## src/rtl/autosa_cmac_csb_responder_pkg.sv

```systemverilog
// Shared definitions for the CMAC-side CSB responder: request/response
// packet field positions, state encoding and the response packer.
package autosa_cmac_csb_responder_pkg;

    localparam int unsigned REQ_PD_W        = 63;
    localparam int unsigned REQ_ADDR_LSB    = 0;
    localparam int unsigned REQ_ADDR_W      = 22;
    localparam int unsigned REQ_WDAT_LSB    = 22;
    localparam int unsigned REQ_WRITE_BIT   = 54;
    localparam int unsigned REQ_NPOSTED_BIT = 55;

    localparam int unsigned RESP_PD_W = 34;
    localparam int unsigned RESP_TYPE = 33;
    localparam int unsigned RESP_ERR  = 32;

    typedef enum logic [1:0] {
        ST_IDLE   = 2'd0,
        ST_ACCESS = 2'd1,
        ST_RESP   = 2'd2
    } csb_state_e;

    // Response data is zero for writes and for any errored access.
    function automatic logic [RESP_PD_W-1:0] make_resp(
        input logic        is_write,
        input logic        err,
        input logic [31:0] rdat
    );
        logic [RESP_PD_W-1:0] pd;
        pd            = '0;
        pd[RESP_TYPE] = is_write;
        pd[RESP_ERR]  = err;
        pd[31:0]      = (is_write || err) ? 32'h0 : rdat;
        return pd;
    endfunction

endpackage

```

## src/rtl/autosa_cmac_csb_responder.sv

```systemverilog
// CSB slave at the CMAC end of csb2cmac: decodes one request at a time into
// a single register-file access and returns a response strobe when required.
module autosa_cmac_csb_responder
    import autosa_cmac_csb_responder_pkg::*;
#(
    parameter logic [21:0] BASE_ADDR = 22'h001C00,
    parameter int unsigned OFFS_W    = 8,
    parameter int unsigned TIMEOUT   = 255
) (
    input  logic              autosa_core_clk,
    input  logic              autosa_core_rst,
    input  logic              csb2cmac_req_pvld,
    output logic              csb2cmac_req_prdy,
    input  logic [62:0]       csb2cmac_req_pd,
    output logic              cmac2csb_resp_valid,
    output logic [33:0]       cmac2csb_resp_pd,
    output logic              reg_req_vld,
    output logic              reg_req_wr,
    output logic [OFFS_W-1:0] reg_req_offs,
    output logic [31:0]       reg_req_wdat,
    input  logic              reg_ack,
    input  logic [31:0]       reg_rdat,
    input  logic              reg_err
);

    localparam int unsigned CNT_W = (TIMEOUT == 0) ? 1 : $clog2(TIMEOUT + 1);
    localparam logic [CNT_W-1:0] CNT_LAST = CNT_W'((TIMEOUT == 0) ? 0 : TIMEOUT - 1);

    csb_state_e             state_q, state_d;
    logic                   reg_req_vld_q, reg_req_vld_d;
    logic                   reg_req_wr_q, reg_req_wr_d;
    logic [OFFS_W-1:0]      reg_req_offs_q, reg_req_offs_d;
    logic [31:0]            reg_req_wdat_q, reg_req_wdat_d;
    logic                   needs_resp_q, needs_resp_d;
    logic [CNT_W-1:0]       cnt_q, cnt_d;
    logic                   resp_valid_q, resp_valid_d;
    logic [RESP_PD_W-1:0]   resp_pd_q, resp_pd_d;

    logic [REQ_ADDR_W-1:0]  req_addr;
    logic [31:0]            req_wdat;
    logic                   req_write;
    logic                   req_needs_resp;
    logic                   req_in_range;
    logic                   unused_pd_bits;

    assign req_addr       = csb2cmac_req_pd[REQ_ADDR_LSB +: REQ_ADDR_W];
    assign req_wdat       = csb2cmac_req_pd[REQ_WDAT_LSB +: 32];
    assign req_write      = csb2cmac_req_pd[REQ_WRITE_BIT];
    assign req_needs_resp = !req_write || csb2cmac_req_pd[REQ_NPOSTED_BIT];
    assign req_in_range   = (req_addr[21:OFFS_W] == BASE_ADDR[21:OFFS_W]);
    assign unused_pd_bits = ^csb2cmac_req_pd[62:56];

    // State and registered outputs; reset aborts any transaction in flight.
    always_ff @(posedge autosa_core_clk or posedge autosa_core_rst) begin
        if (autosa_core_rst) begin
            state_q        <= ST_IDLE;
            reg_req_vld_q  <= 1'b0;
            reg_req_wr_q   <= 1'b0;
            reg_req_offs_q <= '0;
            reg_req_wdat_q <= '0;
            needs_resp_q   <= 1'b0;
            cnt_q          <= '0;
            resp_valid_q   <= 1'b0;
            resp_pd_q      <= '0;
        end else begin
            state_q        <= state_d;
            reg_req_vld_q  <= reg_req_vld_d;
            reg_req_wr_q   <= reg_req_wr_d;
            reg_req_offs_q <= reg_req_offs_d;
            reg_req_wdat_q <= reg_req_wdat_d;
            needs_resp_q   <= needs_resp_d;
            cnt_q          <= cnt_d;
            resp_valid_q   <= resp_valid_d;
            resp_pd_q      <= resp_pd_d;
        end
    end

    // Next-state and next-value logic for request capture, access and timeout.
    always_comb begin
        state_d        = state_q;
        reg_req_vld_d  = reg_req_vld_q;
        reg_req_wr_d   = reg_req_wr_q;
        reg_req_offs_d = reg_req_offs_q;
        reg_req_wdat_d = reg_req_wdat_q;
        needs_resp_d   = needs_resp_q;
        cnt_d          = cnt_q;
        resp_valid_d   = 1'b0;
        resp_pd_d      = resp_pd_q;
        unique case (state_q)
            ST_IDLE: begin
                if (csb2cmac_req_pvld) begin
                    if (req_in_range) begin
                        state_d        = ST_ACCESS;
                        reg_req_vld_d  = 1'b1;
                        reg_req_wr_d   = req_write;
                        reg_req_offs_d = req_addr[OFFS_W-1:0];
                        reg_req_wdat_d = req_wdat;
                        needs_resp_d   = req_needs_resp;
                        cnt_d          = '0;
                    end else if (req_needs_resp) begin
                        state_d      = ST_RESP;
                        resp_valid_d = 1'b1;
                        resp_pd_d    = make_resp(req_write, 1'b1, 32'h0);
                    end
                end
            end
            ST_ACCESS: begin
                // An ack in the final allowed cycle wins over the timeout.
                if (reg_ack) begin
                    reg_req_vld_d = 1'b0;
                    state_d       = needs_resp_q ? ST_RESP : ST_IDLE;
                    resp_valid_d  = needs_resp_q;
                    resp_pd_d     = make_resp(reg_req_wr_q, reg_err, reg_rdat);
                end else if ((TIMEOUT != 0) && (cnt_q == CNT_LAST)) begin
                    reg_req_vld_d = 1'b0;
                    state_d       = needs_resp_q ? ST_RESP : ST_IDLE;
                    resp_valid_d  = needs_resp_q;
                    resp_pd_d     = make_resp(reg_req_wr_q, 1'b1, 32'h0);
                end else begin
                    cnt_d = cnt_q + CNT_W'(1);
                end
            end
            ST_RESP: begin
                state_d = ST_IDLE;
            end
            default: begin
                state_d = ST_IDLE;
            end
        endcase
    end

    // Output decode; only prdy is combinational from the state register.
    always_comb begin
        csb2cmac_req_prdy   = (state_q == ST_IDLE);
        cmac2csb_resp_valid = resp_valid_q;
        cmac2csb_resp_pd    = resp_pd_q;
        reg_req_vld         = reg_req_vld_q;
        reg_req_wr          = reg_req_wr_q;
        reg_req_offs        = reg_req_offs_q;
        reg_req_wdat        = reg_req_wdat_q;
    end

endmodule

```

## config.mk

```make
export PLATFORM = sky130hd
export DESIGN_NAME = autosa_cmac_csb_responder
export DESIGN_NICKNAME = d
export VERILOG_FILES = /design/src/rtl/autosa_cmac_csb_responder_pkg.sv /design/src/rtl/autosa_cmac_csb_responder.sv
export SDC_FILE = /design/constraint.sdc
export NUM_CORES = 1
export LEC_CHECK = 0
export CORE_MARGIN = 2
export CORE_UTILIZATION = 36
export CTS_CLUSTER_SIZE = 8
export DETAILED_ROUTE_END_ITERATION = 10
export PLACE_DENSITY = 0.76
export SLEW_MARGIN = 20
export SYNTH_ARGS = -nofsm -noshare
export SYNTH_HDL_FRONTEND = slang
export SYNTH_SLANG_ARGS = --single-unit
```

## constraint.sdc

```tcl
create_clock -name autosa_core_clk -period 2.7 [get_ports autosa_core_clk]
set_clock_uncertainty 0.15 [all_clocks]
set_input_delay 0.405 -clock autosa_core_clk [delete_from_list [all_inputs] [get_ports autosa_core_clk]]
set_output_delay 0.405 -clock autosa_core_clk [all_outputs]
set_load 0.02 [all_outputs]
```

==> impl_metrics.env <==
export IMPL_outcome="finished clean"
export IMPL_syn_inst=249
export IMPL_start_kind="primary input"
export IMPL_syn_nets=351
export IMPL_max_freq_mhz=462
export IMPL_ys_flop_type="dfrtp_1"
export IMPL_ys_top_cells_by_count="dfrtp_1, mux2_2, a22o_1"
export IMPL_synth_avg_cell_area_um2=14.4
export IMPL_p_leak_nw=2.55
export IMPL_die_area_um2=10700
export IMPL_cts_setup_buffers=0
export IMPL_p_int_w=0.00192
export IMPL_drive_gt1_frac=0.169
export IMPL_yosysMostFrequentCell="dfrtp_1"
export IMPL_grt_max_degree=38
export IMPL_pwr_share_clk=0.374
export IMPL_cap_violations=0
export IMPL_io_buffer_count=170
export IMPL_hold_viol=0
export IMPL_synth_warnings=0
export IMPL_synth_cell_types=41
export IMPL_layout_nets=530
export IMPL_hold_class="in -> async"
export IMPL_overflow=0
export IMPL_die_x_um=104
export IMPL_p_sw_w=0.000558
export IMPL_synthTopCellsByArea="dfrtp_1, mux2_2, a22o_1"
export IMPL_fp_dieH_um=104
export IMPL_cp_end_kind="flip-flop"
export IMPL_holdWs_ps=313
export IMPL_drt_iter0_drc=59
export IMPL_io_pin_count=178
export IMPL_ys_seq_area_frac=0.616
export IMPL_slew_headroom=0.614
export IMPL_placementRows=36
export IMPL_dpl_hpwl_um=6760
export IMPL_peakVddDrop_mv=0.209
export IMPL_cp_data_arrival_time_ps=2240
export IMPL_cts_resized_gates=0
export IMPL_dr_pass1_iters=4
export IMPL_cp_required_ps=2770
export IMPL_gp_congestion=0.802
export IMPL_clock_sinks=88
export IMPL_setup_viol=0
export IMPL_num_antenna_cells=0
export IMPL_synth_top_area_share=0.616
export IMPL_crit_type="in -> reg"
export IMPL_routed_via_count=2759
export IMPL_netlist_area_um2=3580
export IMPL_grt_usage=0.171
export IMPL_seqPwrFrac=0.534
export IMPL_worstPathMaxFanout=22
export IMPL_synth_edff_count=0
export IMPL_ys_seq_elements=88
export IMPL_cts_tree="yes"
export IMPL_cts_clk_slew_worst_paths_ps=90
export IMPL_start_util=0.368
export IMPL_routed_via_density=4.87
export IMPL_p_sw_frac=0.225
export IMPL_fin_crit_sh=0.802
export IMPL_combPwrFrac=0.092
export IMPL_worst_slew_pin_slew_ps=578
export IMPL_cellPowerDensity_nw_per_um2=437
export IMPL_coreArea_um2=9730
export IMPL_synth_top_cell_by_area="dfrtp_1"
export IMPL_final_util=0.583
export IMPL_ctsHoldBuffers=0
export IMPL_h_tree_depth=3
export IMPL_wl_um=8880
export IMPL_grt_pass1_vias=2986
export IMPL_ant_nets=0
export IMPL_drc=0
export IMPL_async_reset_ff_frac=1.00
export IMPL_antenna_found_initial=0
export IMPL_grt_pass1_wl_um=14700
export IMPL_cts_buffers=9
export IMPL_ctsLongestPathBuffers=2
export IMPL_cts_root_buf="clkbuf_8"
export IMPL_period_minus_slack_ps=2160
export IMPL_fin_tns_setup_ps=0
export IMPL_rsz0062_at_grt="false"
export IMPL_insertion_delay_ps=340
export IMPL_syn2layout_area_growth_pct=58.7
export IMPL_routedWlPerCell_um=15.7
export IMPL_final_max_slew_viol_count=0
worst max-delay path: stages:
cell	delay, ps
clkdlybuf4s50_1	440
nor4b_4	360
nand4_4	220
nor2_8	250
buf_12	200
mux2_2	350
power by group through the flow:
stage / sequential, W / clock, W / combinational [W]
6_report: 0.00133 / 0.000928 / 0.000229
5_1_grt: 0.00133 / 0.00102 / 0.000247
4_1_cts: 0.00133 / 0.000963 / 0.000234
3_5_place_dp: 0.00135 / 0 / 0.000233
3_3_place_gp: 0.00135 / 0 / 0.000227
2_1_floorplan: 0.00136 / 0 / 0.0000557
logic make-up after synthesis:
group,after synthesis,share of synthesized area
simple gates,38,0.0752
mux,43,0.135
fa+ha+maj,2,0.00699
compound gates,55,0.128
flops,88,0.616
xor+xnor,1,0.00245
buf+inv,22,0.0364
layout by cell type, fill, tap and decap left out, types with 2 or more instances in the layout:
master	Yosys	final
buf_4	3	7
dfrtp_1	88	88
nand2b_1	2	2
clkbuf_8	0	10
nand3_1	4	4
clkdlybuf4s50_1	0	170
ha_1	2	2
mux2_2	37	37
and3_1	3	3
nand2_1	5	5
a32o_1	2	2
mux2_1	6	6
nand4_1	2	2
o22ai_1	5	5
inv_1	10	9
nor2_1	8	7
o21a_1	2	2
a22o_1	32	32
buf_12	0	3
nor3_1	3	3
a21oi_1	5	5
clkinvlp_4	0	3
o21ai_0	2	2
worst paths after layout:
check                                                 from                                to  slack (ps)  depth (start not counted)
min reg2reg                   reg_req_wdat[13]$_DFFE_PP0P_      reg_req_wdat[13]$_DFFE_PP0P_         340                          1
max reg2reg                           cnt_q[0]$_DFFE_PP0P_  cmac2csb_resp_pd[18]$_DFFE_PP0P_         780                          7
max                                    csb2cmac_req_pd[14]       reg_req_wdat[8]$_DFFE_PP0P_         540                          6
min in group autosa_core_clk  reg_req_wdat[13]$_DFFE_PP0P_      reg_req_wdat[13]$_DFFE_PP0P_         340                          1
max in group asynchronous                  autosa_core_rst       reg_req_wdat[0]$_DFFE_PP0P_        1470                          3
min                                        autosa_core_rst      reg_req_wdat[11]$_DFFE_PP0P_         310                          2
area by class of cell:
class / instances / area, um2
clock inverter: 6 / 67.6
fill: 828 / 4050
multi-input combinational: 139 / 1250
clock buffer: 10 / 138
tap: 133 / 166
inverter: 10 / 41.3
sequential: 88 / 2200
timing repair buffer: 180 / 1810
sequential cells by signal (all words and copies together), names as in the netlist:
register and flops:
reg_req_vld 1, reg_req_wdat 32, cmac2csb_resp_valid 1, cnt_q 8, cmac2csb_resp_pd 34, reg_req_offs 8
reg_req_wr 1, state_q 2, needs_resp_q 1
metal layers:
layer / track usage / routed length, um / vias to the layer above / part of all wire
met2: 0.288 / 4310 / 120 / 0.49
met4: 0.0705 / 153 / 0 / 0.017
met3: 0.0585 / 747 / 16 / 0.084
li1: - / - / 1280 / -
met1: 0.201 / 3660 / 1343 / 0.41
met5: 0 / 0 / - / 0
per-stage QoR:
stage | power (W) | instance area [um2] | instances | worst slack (ps)
6_report | 0.00248 | 5680 | 566 | 535
3_3_place_gp | 0.00158 | 5470 | 550 | 202
5_1_grt | 0.00259 | 5680 | 566 | 423
3_5_place_dp | 0.00158 | 5470 | 550 | 162
2_1_floorplan | 0.00141 | 3580 | 249 | 794
4_1_cts | 0.00252 | 5680 | 566 | 503
Note: power is estimated with default switching activity, not from simulation.
